## src/rtl/apb_master_arbiter_pkg.sv

```systemverilog
// Shared definitions for the two-requester APB master front-end:
// FSM state encoding and the bus-error read-data pattern.
package apb_master_arbiter_pkg;

  typedef enum logic [1:0] {
    IDLE   = 2'd0,
    SETUP  = 2'd1,
    ACCESS = 2'd2,
    RESP   = 2'd3
  } apb_state_e;

  localparam logic [31:0] DEAD_BEEF = 32'hDEAD_BEEF;

endpackage

```

## src/rtl/apb_master_arbiter_rr_arb2.sv

```systemverilog
// Two-way round-robin grant: on a tie the requester that was not granted
// last time wins; a lone request always wins.
module rr_arb2 (
  input  logic req0,
  input  logic req1,
  input  logic last,
  output logic gnt_valid,
  output logic gnt
);

  assign gnt_valid = req0 | req1;
  assign gnt       = (req0 & req1) ? ~last : req1;

endmodule

```

## src/rtl/apb_master_arbiter.sv

```systemverilog
// APB master front-end: round-robin between M0 (CPU) and M1 (DMA), SETUP/ACCESS
// sequencing, per-requester read-data return and timeout abort with bus error.
module apb_master_arbiter
  import apb_master_arbiter_pkg::*;
#(
  parameter int          TIMEOUT  = 255,
  parameter int          TO_W     = 8,
  parameter logic [31:0] ERR_DATA = DEAD_BEEF
) (
  input  logic        PCLK,
  input  logic        PRESETn,
  input  logic        M0_REQ,
  input  logic [31:0] M0_ADDR,
  input  logic        M0_WRITE,
  input  logic [31:0] M0_WDATA,
  output logic        M0_ACK,
  output logic        M0_ERR,
  output logic [31:0] M0_RDATA,
  input  logic        M1_REQ,
  input  logic [31:0] M1_ADDR,
  input  logic        M1_WRITE,
  input  logic [31:0] M1_WDATA,
  output logic        M1_ACK,
  output logic        M1_ERR,
  output logic [31:0] M1_RDATA,
  output logic        PSEL,
  output logic        PENABLE,
  output logic [31:0] PADDR,
  output logic        PWRITE,
  output logic [31:0] PWDATA,
  input  logic [31:0] PRDATA,
  input  logic        PREADY
);

  localparam logic [TO_W-1:0] TO_LIMIT = TO_W'(TIMEOUT);

  apb_state_e      state, next_state;
  logic            last;
  logic            owner;
  logic [TO_W-1:0] cnt;
  logic            err_q;
  logic [31:0]     rdata0, rdata1;
  logic            gnt_valid, gnt_id;
  logic            timeout_hit;
  logic [31:0]     cap_data;

  rr_arb2 u_arb (
    .req0      (M0_REQ),
    .req1      (M1_REQ),
    .last      (last),
    .gnt_valid (gnt_valid),
    .gnt       (gnt_id)
  );

  // PREADY takes priority over a timeout landing in the same cycle.
  assign timeout_hit = (TIMEOUT != 0) && (cnt == TO_LIMIT) && !PREADY;
  assign cap_data    = timeout_hit ? ERR_DATA : (PWRITE ? 32'h0 : PRDATA);

  // NOTE: sequential state uses non-blocking assignments so every register
  // samples pre-edge values regardless of block ordering.
  always_ff @(posedge PCLK or negedge PRESETn) begin
    if (!PRESETn) state <= IDLE;
    else          state <= next_state;
  end

  // NOTE: default assignment first so no path leaves next_state unassigned
  // (which would infer a latch).
  always_comb begin
    next_state = state;
    unique case (state)
      IDLE:    if (gnt_valid) next_state = SETUP;
      SETUP:   next_state = ACCESS;
      ACCESS:  if (PREADY || timeout_hit) next_state = RESP;
      RESP:    next_state = IDLE;
      default: next_state = IDLE;
    endcase
  end

  always_comb begin
    PSEL    = (state == SETUP) || (state == ACCESS);
    PENABLE = (state == ACCESS);
    M0_ACK  = (state == RESP) && !owner;
    M1_ACK  = (state == RESP) &&  owner;
    M0_ERR  = M0_ACK && err_q;
    M1_ERR  = M1_ACK && err_q;
  end

  assign M0_RDATA = rdata0;
  assign M1_RDATA = rdata1;

  always_ff @(posedge PCLK or negedge PRESETn) begin
    if (!PRESETn) begin
      last   <= 1'b1;
      owner  <= 1'b0;
      cnt    <= '0;
      err_q  <= 1'b0;
      rdata0 <= '0;
      rdata1 <= '0;
      PADDR  <= '0;
      PWRITE <= 1'b0;
      PWDATA <= '0;
    end else begin
      unique case (state)
        IDLE: if (gnt_valid) begin
          owner  <= gnt_id;
          last   <= gnt_id;
          cnt    <= '0;
          PADDR  <= gnt_id ? M1_ADDR  : M0_ADDR;
          PWRITE <= gnt_id ? M1_WRITE : M0_WRITE;
          PWDATA <= gnt_id ? M1_WDATA : M0_WDATA;
        end
        ACCESS: begin
          if (PREADY || timeout_hit) begin
            err_q <= timeout_hit;
            if (owner) rdata1 <= cap_data;
            else       rdata0 <= cap_data;
          end else begin
            cnt <= cnt + TO_W'(1);
          end
        end
        default: ;
      endcase
    end
  end

endmodule

```

## config.mk

```make
export PLATFORM = sky130hd
export DESIGN_NAME = apb_master_arbiter
export DESIGN_NICKNAME = d
export VERILOG_FILES = /design/src/rtl/apb_master_arbiter_pkg.sv /design/src/rtl/apb_master_arbiter_rr_arb2.sv /design/src/rtl/apb_master_arbiter.sv
export SDC_FILE = /design/constraint.sdc
export NUM_CORES = 1
export LEC_CHECK = 0
export CORE_ASPECT_RATIO = 0.7
export CORE_UTILIZATION = 43
export CTS_BUF_LIST = sky130_fd_sc_hd__clkbuf_2
export DETAILED_ROUTE_END_ITERATION = 12
export PLACE_DENSITY = 0.83
export REMOVE_ABC_BUFFERS = 1
export SLEW_MARGIN = 20
export SYNTH_ARGS = -nofsm -noshare
export SYNTH_HDL_FRONTEND = slang
export SYNTH_SLANG_ARGS = --single-unit
```

## constraint.sdc

```tcl
create_clock -name PCLK -period 2.25 [get_ports PCLK]
set_input_delay 0.675 -clock PCLK [delete_from_list [all_inputs] [get_ports PCLK]]
set_output_delay 0.675 -clock PCLK [all_outputs]
set_load 0.005 [all_outputs]
```

==> flow_summary_export.csv, run 1 <==
group,metric,value,unit
timing,hold_viol,0,
run_status,violations,"setup timing",
synth,yosys.area_share.simple,0.07820,
final_layout,final_util,0.7057,
synth,yosysTopAreaCellShare,0.5392,
timing,timing.hold.ws,0.4763,ns
placement,io_buffers,301,
synth,ys_seq_area_frac,0.5432,
synth,synth_area_per_cell,11.52,sq um
timing,finClkSkew,0.03991,ns
timing,timing.final.crit_share,1.062,
synth,synth.mux.area_fraction,0.1969,
route,post_drt_via_cell_ratio,5.052,
synth,synth-async-reset-ratio,1.000,
worst_setup_path,required,1.57,ns
power_and_ir_drop,powerDensity,1079,mW/mm^2
clock_network,worst_skew_pair.late_latency,0.69,ns
hold_path,hold_path_class,"in -> async",
clock_network,cts_buffers,17,
route,drc,0,
timing,finalSetupViolations,6,
route,dr.pass1.iters,4,
synth,synthAdderAreaFrac,0.009560,
worst_setup_path,cp-end-kind,"output pin",
worst_setup_path,cp_max_fo,3,
timing,slew-limit-headroom,0.6534,
die,pin_count,302,
synth,synth-seq-cells,142,
placement,place_congestion,0.8480,
clock_network,root_buffer,"clkbuf_2",
die,die-height,105.2,microns
clock_network,htree_num_levels,4,
die,rows,37,
final_layout,areaGrowthSynthToFinish,59.25,%
power_and_ir_drop,leakage,0.005088,uW
run_status,status,"finished, violations left",
timing,tightest_slew,0.5200,ns
die,core_area,0.01477,sq mm
route,final_antenna_net_count,0,
timing,grt_setup_unrepaired,"yes",
final_layout,nNetsFinal,1091,
route,drt_iter0_markers,234,
timing,fin_ws,-0.1402,ns
global_routing,grt-ovfl-total,0,
clock_network,cts_tree,"built",
power_and_ir_drop,ir_worst_vdd,0.0004705,V
die,start_util,0.4431,
synth,synth_top_family_by_area,"multiplexers",
global_routing,grt_max_degree,52,
synth,synth_common_cells,"dfrtp_1 (141), o21ai_0 (89), nand2_1 (72)",
global_routing,grt_pass1_wl,31.00,mm
synth,synthFlopType,"dfrtp_1",
synth,yosysWarningCount,0,
global_routing,antenna_found_initial,1,
synth,synth-xor-area-share,0,
worst_setup_path,cp.arrival,1.72,ns
synth,synth_compound_area_frac,0.1239,
route,via_count,5699,
worst_setup_path,critical_path.startpoint_type,"flip-flop",
job,drv_cap,0,
final_layout,drive_gt1_frac,0.1867,
worst_setup_path,worstSetupPathType,"reg -> out",
clock_network,clockBufferDepth,2,
timing,fmax,418.4,MHz
placement,dpl_worst_slack,-0.2067,ns
clock_network,path_clk_slew,0.24,ns
route,wl,19.64,mm
synth,synth_edf_count,0,
synth,post-synth-top-area-cell,"dfrtp_1",
synth,synth_most_common_cell,"dfrtp_1",
die,die_w,149.4,microns
synth,synth_area_leaders,"dfrtp_1 (54%), mux2i_1 (9.9%), o21ai_0 (6.8%)",
route,wl_per_cell,17.41,microns
global_routing,grt_pass1_vias,5883,
final_layout,final_cells,1128,
placement,placed_cells,1068,
timing,post-route-min-period,2.390,ns
die,die-area,0.01572,sq mm
synth,synth_cell_type_count,44,
timing,finalMaxSlewViolations,0,
global_routing,grt_use_total,0.2588,
synth,syn-instance-count,568,
placement,dp_hpwl,14.88,mm
clock_network,cts.sinks,142,
synth,synth_area,0.006544,sq mm
-- worst max-delay path: stages, from the launching register on --
cell and delay [ns]:
dfrtp_1 0.46, ha_2 0.20, buf_6 0.12, and3_4 0.14, buf_6 0.11
-- per-layer routing --
layer / vias to the layer above / routed length (microns) / track usage
li1: 2707 / - / -
met3: 33 / 1172 / 0.06147
met1: 2760 / 8182 / 0.3268
met5: - / 0 / 0
met4: 0 / 591 / 0.1079
met2: 199 / 9690 / 0.4249
-- power by group --
part / total (uW) / switching [uW] / leakage [uW] / internal [uW]
Clock: 1430 / 1010 / 0.000134 / 424
Sequential: 4320 / 631 / 0.00179 / 3680
Combinational: 5500 / 2400 / 0.00316 / 3100
Total: 11200 / 4040 / 0.00509 / 7210
-- cells by family (layout without fill, tap and decap cells) --
| family | after synthesis | after routing |
|---|---|---|
| DFF | 142 | 142 |
| other | 0 | 1 |
| adders and majority gates | 5 | 5 |
| muxes | 115 | 115 |
| AOI/OAI and AO/OA | 132 | 132 |
| and+or+nand+nor | 108 | 108 |
| buffers and inverters | 66 | 430 |
-- path summary, 6_finish.rpt --
check	from	to	slack, ns	depth (start not counted)
min reg2reg	PWDATA[12]$_DFFE_PN0P_	PWDATA[12]$_DFFE_PN0P_	0.50	2
max in group asynchronous	PRESETn	last$_DFFE_PN1P_	1.15	3
max	state[1]$_DFFE_PN0P_	M1_ERR	-0.14	4
min	PRESETn	PADDR[22]$_DFFE_PN0P_	0.48	2
max reg2reg	cnt[0]$_DFFE_PN0P_	M0_RDATA[10]$_DFFE_PN0P_	0.13	6
min in group PCLK	PWDATA[12]$_DFFE_PN0P_	PWDATA[12]$_DFFE_PN0P_	0.50	2
-- state kept, by name, indices dropped and copies added (netlist names), 2 cells and up --
signal and count:
PWDATA 32, PADDR 32, cnt 8, M1_RDATA 32, M0_RDATA 32, state 2
-- final cells by class --
cell class	instances	area [sq um]
Tap cell	195	244.0
Fill cell	1163	4347
Clock buffer	18	90.09
Sequential cell	142	3555
Multi-Input combinational cell	360	2746
Timing Repair Buffer	371	3547
Clock inverter	14	132.6
Inverter	27	103.9
Antenna cell	1	2.502
-- per-stage QoR --
step | setup TNS [ns] | area [sq um] | power, uW
after floorplan | -253.61 | 6330 | 6611
after global placement | -2.683 | 10100 | 10110
after detailed placement | -5.486 | 10100 | 10270
after CTS | -0.9214 | 10390 | 11300
after global routing | -1.419 | 10420 | 12020
final | -0.5270 | 10420 | 11250
-- cell usage in the layout, fill, tap and decap left out, types with 13 or more instances in the layout --
master | Yosys | layout
inv_1 | 27 | 25
mux2_4 | 20 | 20
buf_4 | 2 | 54
clkbuf_2 | 0 | 18
mux2i_1 | 65 | 65
nand2_1 | 72 | 71
buf_12 | 2 | 13
a32o_1 | 16 | 16
clkdlybuf4s50_1 | 0 | 165
dlygate4sd2_1 | 0 | 128
o21ai_0 | 89 | 89
mux2_2 | 30 | 30
dfrtp_1 | 141 | 141
-- what timing repair did --
action                                  4_1_cts  5_1_grt
endpoints found under the setup margin      135        7
resized for setup                           166        7
endpoints found under the hold margin        45        0
hold buffers                                  1        0
gates cloned                                  0        0
setup buffers                                26        1
pin swaps                                     1        1
(Power assumes the default switching activity.)
==> run 2, diff against run 1 <==
--- a/config.mk
+++ b/config.mk
@@ -5,12 +5,16 @@
 export SDC_FILE = /design/constraint.sdc
 export NUM_CORES = 1
 export LEC_CHECK = 0
+export CELL_PAD_IN_SITES_DETAIL_PLACEMENT = 2
+export CELL_PAD_IN_SITES_GLOBAL_PLACEMENT = 2
 export CORE_ASPECT_RATIO = 0.7
-export CORE_UTILIZATION = 43
+export CORE_UTILIZATION = 26
 export CTS_BUF_LIST = sky130_fd_sc_hd__clkbuf_2
+export CTS_CLUSTER_SIZE = 8
 export DETAILED_ROUTE_END_ITERATION = 12
 export PLACE_DENSITY = 0.83
 export REMOVE_ABC_BUFFERS = 1
+export SKIP_CTS_REPAIR_TIMING = 1
 export SLEW_MARGIN = 20
 export SYNTH_ARGS = -nofsm -noshare
 export SYNTH_HDL_FRONTEND = slang
==> run 2 against run 1 <==
  * The run still ends with setup timing left
  * Sequential power grew 1%
  * Clock skew grew 0.010 ns
  * Setup slack lost 0.12 ns
  * Critical path type unchanged
  * Flip-flop and latch count is the same
  * Final cell count grew 15%
  * Wire length grew 38%
  * Global-route usage shrank 6.4 points
  * Clock power shrank 3%
  * Critical endpoint is now PSEL
  * Design area grew 8.3%
  * Non-clock buffer count grew 38
==> flow_summary_export.csv, run 2 (synthesis gave the netlist of run 1 again) <==
group,metric,value,unit
final_layout,mostFrequentLayoutCell,"clkdlybuf4s50_1",
timing,post-route-min-period,2.511,ns
clock_network,cts_tree,"built",
power_and_ir_drop,intPower,7886,uW
die,rows,48,
placement,place_congestion,0.7731,
final_layout,areaGrowthSynthToFinish,72.41,%
route,dr.pass1.iters,5,
worst_setup_path,cp-end-kind,"output pin",
die,start_util,0.2651,
placement,dpl_worst_slack,-0.1718,ns
timing,tightest_slew,0.5245,ns
final_layout,layout_common_cells,"clkdlybuf4s50_1 (165), dfrtp_1 (138), dlymetal6s2s_1 (130)",
job,drv_cap,0,
timing,grt_setup_unrepaired,"yes",
global_routing,grt_max_degree,46,
final_layout,num_antenna_cells,0,
run_status,violations,"setup timing",
power_and_ir_drop,p_comb_frac,0.537,
clock_network,cts_buffers,17,
final_layout,multi_input_area,0.002739,sq mm
worst_setup_path,critical_path.startpoint_type,"flip-flop",
timing,slew-limit-headroom,0.6503,
power_and_ir_drop,powerDensity,1101,mW/mm^2
worst_setup_path,critical_path.startpoint,"state[1]$_DFFE_PN0P_",
route,drc,0,
global_routing,grt_pass1_wl,37.97,mm
worst_setup_path,worstSetupPathType,"reg -> out",
route,post_drt_via_cell_ratio,4.651,
timing,fmax,398.3,MHz
die,core_area,0.02468,sq mm
placement,io_buffers,301,
power_and_ir_drop,leakage,0.006542,uW
timing,hold_viol,0,
worst_setup_path,required,1.57,ns
route,final_antenna_net_count,0,
clock_network,root_buffer,"clkbuf_2",
power_and_ir_drop,pwr-share-clk,0.111,
power_and_ir_drop,switching_share,0.3653,
die,die-area,0.02582,sq mm
clock_network,clockBufferDepth,2,
route,via_count,6023,
timing,finalSetupViolations,6,
final_layout,seqCellArea,0.003558,sq mm
timing,timing.final.crit_share,1.116,
die,pin_count,302,
timing,finClkSkew,0.05001,ns
power_and_ir_drop,seq_power_share,0.352,
final_layout,nNetsFinal,1129,
final_layout,nFillCells,2511,
power_and_ir_drop,p_switching,4538,uW
worst_setup_path,rrSetupSlack,0.19,ns
clock_network,path_clk_slew,0.27,ns
route,wl,27.07,mm
power_and_ir_drop,power.total,12420,uW
final_layout,drive_gt1_frac,0.2186,
worst_setup_path,cp_max_fo,3,
clock_network,cts.sinks,142,
run_status,status,"finished, violations left",
global_routing,grt-ovfl-total,0,
global_routing,grt_pass1_vias,6705,
timing,fin_ws,-0.2606,ns
worst_setup_path,cp.arrival,1.84,ns
hold_path,hold_path_class,"in -> async",
worst_setup_path,r2r_start,"state[1]$_DFFE_PN0P_",
die,die-height,134.7,microns
die,die_w,191.6,microns
global_routing,grt_use_total,0.1949,
timing,finalMaxSlewViolations,0,
route,wl_per_cell,20.91,microns
global_routing,antenna_found_initial,0,
route,drt_iter0_markers,184,
power_and_ir_drop,ir_worst_vdd,0.0005220,V
clock_network,htree_num_levels,4,
clock_network,worst_skew_pair.late_latency,0.79,ns
placement,dp_hpwl,19.02,mm
run 2: cell types whose count changed in the layout (fill, tap and decap cells not counted), moves of 3 or more:
cell	change
buf_4	+39
dlymetal6s2s_1	+130
dfrtp_1	-3
dlygate4sd2_1	-128
clkbuf_2	+5
clkinv_2	+3
dfrtp_2	+3
inv_6	-4
run 2: power groups by stage:
stage | clock network, uW | registers [uW] | logic [uW]
2_1_floorplan | 0 | 4460 | 2150
3_3_place_gp | 0 | 4370 | 5890
3_5_place_dp | 0 | 4460 | 6150
4_1_cts | 1420 | 4420 | 6180
5_1_grt | 1540 | 4500 | 7230
6_report | 1380 | 4370 | 6670
run 2: area by class of cell:
cell class,instances,area share
multi-input combinational,360,0.2428
tap,325,0.03604
inverter,27,0.009427
sequential,142,0.3154
clock inverter,13,0.008318
clock buffer,19,0.008429
timing repair buffer,409,0.3796
run 2: per-layer routing:
metal	part of all wire	wire (microns)	track usage
met4	0.013	355	0.05335
met1	0.41	11100	0.2342
met3	0.069	1880	0.07562
met5	0	0	0
met2	0.51	13740	0.3243
run 2: worst paths after layout:
kind,endpoint,cells after the start
worst max-delay path,PSEL,5
worst min-delay path,M1_RDATA[17]$_DFFE_PN0P_,2
worst max register to register,cnt[5]$_DFFE_PN0P_,9
worst min register to register,PWDATA[6]$_DFFE_PN0P_,2
max in group asynchronous,PADDR[26]$_DFFE_PN0P_,3
min in group PCLK,PWDATA[3]$_DFFE_PN0P_,3
run 2: metrics by stage:
| stage | instances | setup TNS, ns | util | area [sq um] | hold WS [ns] |
|---|---|---|---|---|---|
| finish | 1295 | -1.128 | 0.4571 | 11280 | 0.3489 |
| global route | 1295 | -2.120 | 0.4571 | 11280 | 0.2476 |
| CTS | 1239 | -32.05 | 0.4250 | 10490 | -0.2905 |
| detailed placement | 1207 | -8.174 | 0.4173 | 10300 | 0.4734 |
| global placement | 1207 | -2.135 | 0.4173 | 10300 | 0.4605 |
| floorplan | 529 | -253.61 | - | 6330 | 0.3794 |
run 2: worst max-delay path: stages, from the launching register on:
cell and delay, ns:
dfrtp_2 0.48, buf_6 0.13, buf_6 0.11, inv_4 0.05, ha_4 0.19, buf_6 0.11
